[src/rtl/cm_arb_agent_if.sv]
// Bundle of the cm_arb_agent handshake and arbiter signals.
//   req_vld/req_rdy/req_prio   : per-channel upstream request port
//   arb_req/arb_weight         : request/weight vector towards the arbiter
//   arb_vld/arb_gnt            : arbiter result (granted index)
//   gnt_vld/gnt_idx/gnt_onehot : downstream grant port, gnt_rdy accepts it
//   drop                       : pulse when an arbiter result was discarded
// slave is the agent side, master the environment (upstream/arbiter/downstream).
interface cm_arb_agent_if #(
    parameter int unsigned DCNT   = 4,
    parameter int unsigned DWIDTH = 8
);
    localparam int unsigned IDX_WIDTH = (DCNT > 1) ? $clog2(DCNT) : 1;

    logic [DCNT-1:0]              req_vld;
    logic [DCNT-1:0]              req_rdy;
    logic [DCNT-1:0][DWIDTH-1:0]  req_prio;
    logic [DCNT-1:0]              arb_req;
    logic [DCNT-1:0][DWIDTH-1:0]  arb_weight;
    logic                         arb_vld;
    logic [IDX_WIDTH-1:0]         arb_gnt;
    logic                         gnt_vld;
    logic [IDX_WIDTH-1:0]         gnt_idx;
    logic [DCNT-1:0]              gnt_onehot;
    logic                         gnt_rdy;
    logic                         drop;

    modport slave (
        input  req_vld, req_prio, arb_vld, arb_gnt, gnt_rdy,
        output req_rdy, arb_req, arb_weight, gnt_vld, gnt_idx, gnt_onehot, drop
    );

    modport master (
        output req_vld, req_prio, arb_vld, arb_gnt, gnt_rdy,
        input  req_rdy, arb_req, arb_weight, gnt_vld, gnt_idx, gnt_onehot, drop
    );
endinterface

[src/rtl/cm_arb_agent.sv]
// Requester-side agent for a weighted max-priority arbiter.
// Holds one pending request per channel, ages waiting weights (saturating),
// takes arbiter grants for pending channels into a one-entry downstream slot
// and discards stale or unplaceable results with a one-cycle drop pulse.
//   clk : clock, rising edge
//   rst : synchronous active-high reset
//   bus : cm_arb_agent_if.slave (request, arbiter and grant ports)
module cm_arb_agent #(
    parameter int unsigned DCNT     = 4,
    parameter int unsigned DWIDTH   = 8,
    parameter int unsigned REG_CNT  = 2,
    parameter int unsigned AGE_STEP = 1
) (
    input  logic           clk,
    input  logic           rst,
    cm_arb_agent_if.slave  bus
);
    localparam int unsigned IDX_WIDTH = (DCNT > 1) ? $clog2(DCNT) : 1;
    localparam int unsigned HWIDTH    = (REG_CNT > 0) ? $clog2(REG_CNT + 1) : 1;
    localparam logic [DWIDTH-1:0] WMAX = '1;

    logic [DCNT-1:0]             pending_q, pending_d;
    logic [DCNT-1:0][DWIDTH-1:0] weight_q, weight_d;
    logic [DCNT-1:0][HWIDTH-1:0] holdoff_q, holdoff_d;
    logic                        gnt_vld_q, gnt_vld_d;
    logic [IDX_WIDTH-1:0]        gnt_idx_q, gnt_idx_d;
    logic                        drop_q, drop_d;

    logic [DCNT-1:0]             req_rdy;
    logic [DCNT-1:0]             hit;
    logic [DCNT-1:0]             accept;
    logic [DCNT-1:0]             granted;
    logic [DCNT-1:0][DWIDTH:0]   aged;
    logic                        slot_free;
    logic                        take;
    logic [DCNT-1:0]             onehot;

    always_comb begin
        slot_free = !gnt_vld_q || bus.gnt_rdy;
        // Out-of-range indices never match a channel and therefore fall through to drop.
        for (int unsigned k = 0; k < DCNT; k++) begin
            hit[k] = bus.arb_vld && (bus.arb_gnt == IDX_WIDTH'(k));
        end
        take    = slot_free && |(hit & pending_q);
        granted = take ? hit : '0;
        drop_d  = bus.arb_vld && !take;

        for (int unsigned k = 0; k < DCNT; k++) begin
            req_rdy[k]   = !pending_q[k] && (holdoff_q[k] == '0);
            accept[k]    = bus.req_vld[k] && req_rdy[k];
            aged[k]      = {1'b0, weight_q[k]} + (DWIDTH + 1)'(AGE_STEP);
            pending_d[k] = pending_q[k];
            weight_d[k]  = weight_q[k];
            holdoff_d[k] = holdoff_q[k];
            if (holdoff_q[k] != '0) begin
                holdoff_d[k] = holdoff_q[k] - HWIDTH'(1);
            end
            if (granted[k]) begin
                // Holdoff covers results still in the arbiter pipeline for this request.
                pending_d[k] = 1'b0;
                weight_d[k]  = '0;
                holdoff_d[k] = HWIDTH'(REG_CNT);
            end else if (accept[k]) begin
                pending_d[k] = 1'b1;
                weight_d[k]  = bus.req_prio[k];
            end else if (pending_q[k]) begin
                weight_d[k] = aged[k][DWIDTH] ? WMAX : aged[k][DWIDTH-1:0];
            end
        end

        gnt_vld_d = gnt_vld_q;
        gnt_idx_d = gnt_idx_q;
        if (take) begin
            gnt_vld_d = 1'b1;
            gnt_idx_d = bus.arb_gnt;
        end else if (bus.gnt_rdy) begin
            gnt_vld_d = 1'b0;
        end
    end

    always_ff @(posedge clk) begin
        if (rst) begin
            pending_q <= '0;
            weight_q  <= '0;
            holdoff_q <= '0;
            gnt_vld_q <= 1'b0;
            gnt_idx_q <= '0;
            drop_q    <= 1'b0;
        end else begin
            pending_q <= pending_d;
            weight_q  <= weight_d;
            holdoff_q <= holdoff_d;
            gnt_vld_q <= gnt_vld_d;
            gnt_idx_q <= gnt_idx_d;
            drop_q    <= drop_d;
        end
    end

    always_comb begin
        onehot = '0;
        for (int unsigned k = 0; k < DCNT; k++) begin
            onehot[k] = gnt_vld_q && (gnt_idx_q == IDX_WIDTH'(k));
        end
    end

    assign bus.req_rdy    = req_rdy;
    assign bus.arb_req    = pending_q;
    assign bus.arb_weight = weight_q;
    assign bus.gnt_vld    = gnt_vld_q;
    assign bus.gnt_idx    = gnt_idx_q;
    assign bus.gnt_onehot = onehot;
    assign bus.drop       = drop_q;
endmodule

[src/flat_wrapper.sv]
// flat-port wrapper written by rule: the top's interface ports become plain ports
module cm_arb_agent_flat 
#(
    parameter int unsigned DCNT     = 4,
    parameter int unsigned DWIDTH   = 8,
    parameter int unsigned REG_CNT  = 2,
    parameter int unsigned AGE_STEP = 1
)
  (clk, rst, bus_req_vld, bus_req_prio, bus_arb_vld, bus_arb_gnt, bus_gnt_rdy, bus_req_rdy, bus_arb_req, bus_arb_weight, bus_gnt_vld, bus_gnt_idx, bus_gnt_onehot, bus_drop);
  cm_arb_agent_if #(.DCNT(DCNT), .DWIDTH(DWIDTH)) bus_i ();
  input  logic clk;
  input  logic rst;
  input wire logic [$bits(bus_i.req_vld)-1:0] bus_req_vld;
  input wire logic [$bits(bus_i.req_prio)-1:0] bus_req_prio;
  input wire logic [$bits(bus_i.arb_vld)-1:0] bus_arb_vld;
  input wire logic [$bits(bus_i.arb_gnt)-1:0] bus_arb_gnt;
  input wire logic [$bits(bus_i.gnt_rdy)-1:0] bus_gnt_rdy;
  output wire logic [$bits(bus_i.req_rdy)-1:0] bus_req_rdy;
  output wire logic [$bits(bus_i.arb_req)-1:0] bus_arb_req;
  output wire logic [$bits(bus_i.arb_weight)-1:0] bus_arb_weight;
  output wire logic [$bits(bus_i.gnt_vld)-1:0] bus_gnt_vld;
  output wire logic [$bits(bus_i.gnt_idx)-1:0] bus_gnt_idx;
  output wire logic [$bits(bus_i.gnt_onehot)-1:0] bus_gnt_onehot;
  output wire logic [$bits(bus_i.drop)-1:0] bus_drop;
  assign bus_i.req_vld = bus_req_vld;
  assign bus_i.req_prio = bus_req_prio;
  assign bus_i.arb_vld = bus_arb_vld;
  assign bus_i.arb_gnt = bus_arb_gnt;
  assign bus_i.gnt_rdy = bus_gnt_rdy;
  assign bus_req_rdy = bus_i.req_rdy;
  assign bus_arb_req = bus_i.arb_req;
  assign bus_arb_weight = bus_i.arb_weight;
  assign bus_gnt_vld = bus_i.gnt_vld;
  assign bus_gnt_idx = bus_i.gnt_idx;
  assign bus_gnt_onehot = bus_i.gnt_onehot;
  assign bus_drop = bus_i.drop;
  cm_arb_agent #(.DCNT(DCNT), .DWIDTH(DWIDTH), .REG_CNT(REG_CNT), .AGE_STEP(AGE_STEP)) u_core (.clk(clk), .rst(rst), .bus(bus_i));
endmodule
[config.mk]
export PLATFORM = sky130hd
export DESIGN_NAME = cm_arb_agent_flat
export DESIGN_NICKNAME = d
export VERILOG_FILES = /design/src/rtl/cm_arb_agent_if.sv /design/src/rtl/cm_arb_agent.sv /design/src/flat_wrapper.sv
export SDC_FILE = /design/constraint.sdc
export NUM_CORES = 1
export LEC_CHECK = 0
export CAP_MARGIN = 20
export CELL_PAD_IN_SITES_DETAIL_PLACEMENT = 1
export CELL_PAD_IN_SITES_GLOBAL_PLACEMENT = 1
export CORE_MARGIN = 2
export CORE_UTILIZATION = 36
export DETAILED_ROUTE_END_ITERATION = 7
export PLACE_DENSITY = 0.95
export SYNTH_ARGS = -nofsm -noshare
export SYNTH_HDL_FRONTEND = slang
export SYNTH_SLANG_ARGS = --single-unit
[constraint.sdc]
create_clock -name clk -period 5.2 [get_ports clk]
set_clock_uncertainty 0.15 [all_clocks]
set_input_delay 1.56 -clock clk [delete_from_list [all_inputs] [get_ports clk]]
set_output_delay 1.56 -clock clk [all_outputs]
set_load 0.05 [all_outputs]
==> impl_metrics.yaml <==
sta:
  fin_crit_ps: 3720
  worst_pin_slew_ps: 821
  finalSetupViolations: 0
  fin_ws_ps: 1480
  finalCritPeriodShare: 0.715
  clock.fmax_ghz: 0.269
  hold_violations: 0
  rsz0062_at_grt: "no"
  relSlewSlack: 0.450
  whs_ps: 358
  maxSlewViolCount: 0
  fin_tns_setup_ps: 0
routing:
  vias_per_cell: 5.62
  drc_errors: 0
  drt_wl_total_um: 8330
  vias: 2786
  drtIter0Drc: 62
  first_pass_iters: 4
  wl_per_cell_um: 16.8
  final_antenna_net_count: 0
critical_path:
  crit_path_start_kind: "register"
  critPathKind: "register to primary output"
  crit_path_end_kind: "primary output"
  critical_path.max_fanout: 16
  crit_slowest_cell: "clkdlybuf4s50_1"
  cp.arrival_ps: 2010
  cpPeakStageDelay_ps: 870
  cp_cell_sequence: "nor3_1, clkdlybuf4s50_1"
  critPathRequiredTime_ps: 3490
synth:
  avgSynthCellArea_um2: 8.54
  netlist.area_leader.share: 0.357
  ys_async_sr_fraction: 0
  syn_nets: 361
  syn_area_mm2: 0.00269
  synth.area.mux_share: 0.0526
  yosysTopAreaCell: "dfxtp_1"
  synth_edf_count: 0
  synthCells: 315
  synth_area_leaders: "dfxtp_1, a211oi_1, nor2b_1, nand2_1, nor2_1"
  synth_flop_cell: "dfxtp_1"
  synth-compound-area-share: 0.217
  synth_cell_types: 60
  synth_top_family_by_area: "simple AND/OR/NAND/NOR gates"
  synthSimpleGateAreaFrac: 0.301
  yosysWarningCount: 0
  synth_seq_cells: 48
  post_synth_xor_area_fraction: 0.0163
  yosysSeqAreaShare: 0.357
  yosys.area_share.adder: 0.0186
die:
  dieArea_mm2: 0.00818
  die_w_um: 90.4
  start_util: 0.371
  ios: 90
  core_area_mm2: 0.00725
  rows: 31
  die_h_um: 90.4
global_route:
  antenna_found_initial: 0
  grt_max_degree: 21
  grt-ovfl-total: 0
  grt_pass1_wl_um: 13800
  grt_usage: 0.204
  first_global_vias: 2764
final_layout:
  seqCellArea_um2: 961
  diodes: 0
  fillCellCount: 858
  final_cell_mix: "clkdlybuf4s50_1, dfxtp_1, nand2_1, nor2_1, a211oi_1"
  multi_input_area_mm2: 0.00163
  drive_gt1_frac: 0.0781
  nets: 443
  areaGrowthSynthToFinish_pct: 40.1
  final_common_cell: "clkdlybuf4s50_1"
  fin_area_mm2: 0.00377
placement:
  placedInstanceArea_mm2: 0.00363
  gp_congestion: 0.839
  pre_cts_ws_ps: 1320
  dp_hpwl_um: 6360
  portBuffers: 89
hold_path:
  worstHoldPathType: "register to register"
power:
  p_leak_nw: 1.32
  power_density_mw_per_mm2: 284
  irDropWorstVdd_mv: 0.113
cts:
  clock_path_buffers: 2
  clk_latency_ps: 300
  cts_buffers: 5
  post-cts-setup-buffer-count: 0
  h-tree-depth: 2
  cts.sinks: 48
  postCtsHoldBufs: 0
  cts_resized: 0
  cts_tree: "built"
  clkTransAtPathRegs_ps: 90
  root_buffer: "clkbuf_8"
run:
  drv_cap: 0
run_status:
  status: "complete, no violations"
routing by layer:
layer  routed length, um  global-route usage  share of wire
met5                   0                   0              0
met4                  86              0.0462          0.010
met3                 257              0.0326          0.031
met2                4270               0.363           0.51
met1                3720               0.258           0.45
final cells by class:
type,count,share of cell area
Inverter,7,0.00698
Clock buffer,5,0.0183
Multi-Input combinational cell,245,0.432
Clock inverter,2,0.0159
Sequential cell,48,0.255
Tap cell,99,0.0329
Timing Repair Buffer,90,0.239
worst paths after layout:
check                                                        endpoint                          startpoint  depth (start not counted)  slack (ps)
worst max-delay path                                   bus_req_rdy[2]  u_core.bus.arb_req[2]$_SDFFE_PP0P_                          2        1480
worst min-delay path                 u_core.holdoff_q[6]$_SDFFE_PP0P_    u_core.holdoff_q[6]$_SDFFE_PP0P_                          1         360
worst max register to register  u_core.bus.arb_weight[2]$_SDFFE_PP0P_    u_core.holdoff_q[1]$_SDFFE_PP0P_                          4        3090
worst min register to register       u_core.holdoff_q[6]$_SDFFE_PP0P_    u_core.holdoff_q[6]$_SDFFE_PP0P_                          1         360
synthesized netlist by cell type, types with 7 or more instances:
cell and number:
inv_1 7, a21oi_1 17, a211oi_1 26, mux2_2 7, nand2_1 28, dfxtp_1 48, o21ai_0 9, nand4_1 8
clkbuf_1 8, nor3_1 11, nor2b_1 18, nor3b_1 7, nand3_1 13, nor2_1 26
flip-flops by register name, indices dropped and copies added, names as in the netlist:
signal / count
u_core.bus.arb_req: 4
u_core.bus.arb_weight: 32
u_core.bus.drop: 1
u_core.bus.gnt_idx: 2
u_core.bus.gnt_vld: 1
u_core.holdoff_q: 8
cells by family (layout without fill, tap and decap cells):
| logic type | Yosys count | in the layout |
|---|---|---|
| and+or+nand+nor | 143 | 143 |
| AOI/OAI and AO/OA | 81 | 81 |
| DFF | 48 | 48 |
| buffers and inverters | 22 | 104 |
| muxes | 12 | 12 |
| xor gates and xnor gates | 5 | 5 |
| adders and majority gates | 4 | 4 |
power breakdown:
| part | internal (W) | leakage [nW] | switching (W) |
|---|---|---|---|
| Clock | 0.000189 | 0.0642 | 0.000124 |
| Sequential | 0.000395 | 0.396 | 0.0000515 |
| Combinational | 0.000128 | 0.864 | 0.000183 |
| Total | 0.000712 | 1.32 | 0.000359 |
stage by stage:
stage / util / total power [W] / std cells
global route: 0.519 / 0.00112 / 496
floorplan: - / 0.000643 / 315
finish: 0.519 / 0.00107 / 496
global placement: 0.500 / 0.000752 / 488
CTS: 0.518 / 0.00108 / 495
detailed placement: 0.500 / 0.000765 / 488
worst max-delay path, delay by kind of cell, from the launching register on:
kind	cells	cell delay, ps
buffers and inverters	1	870
DFF	1	480
and+or+nand+nor	1	370
(Power assumes the default switching activity.)
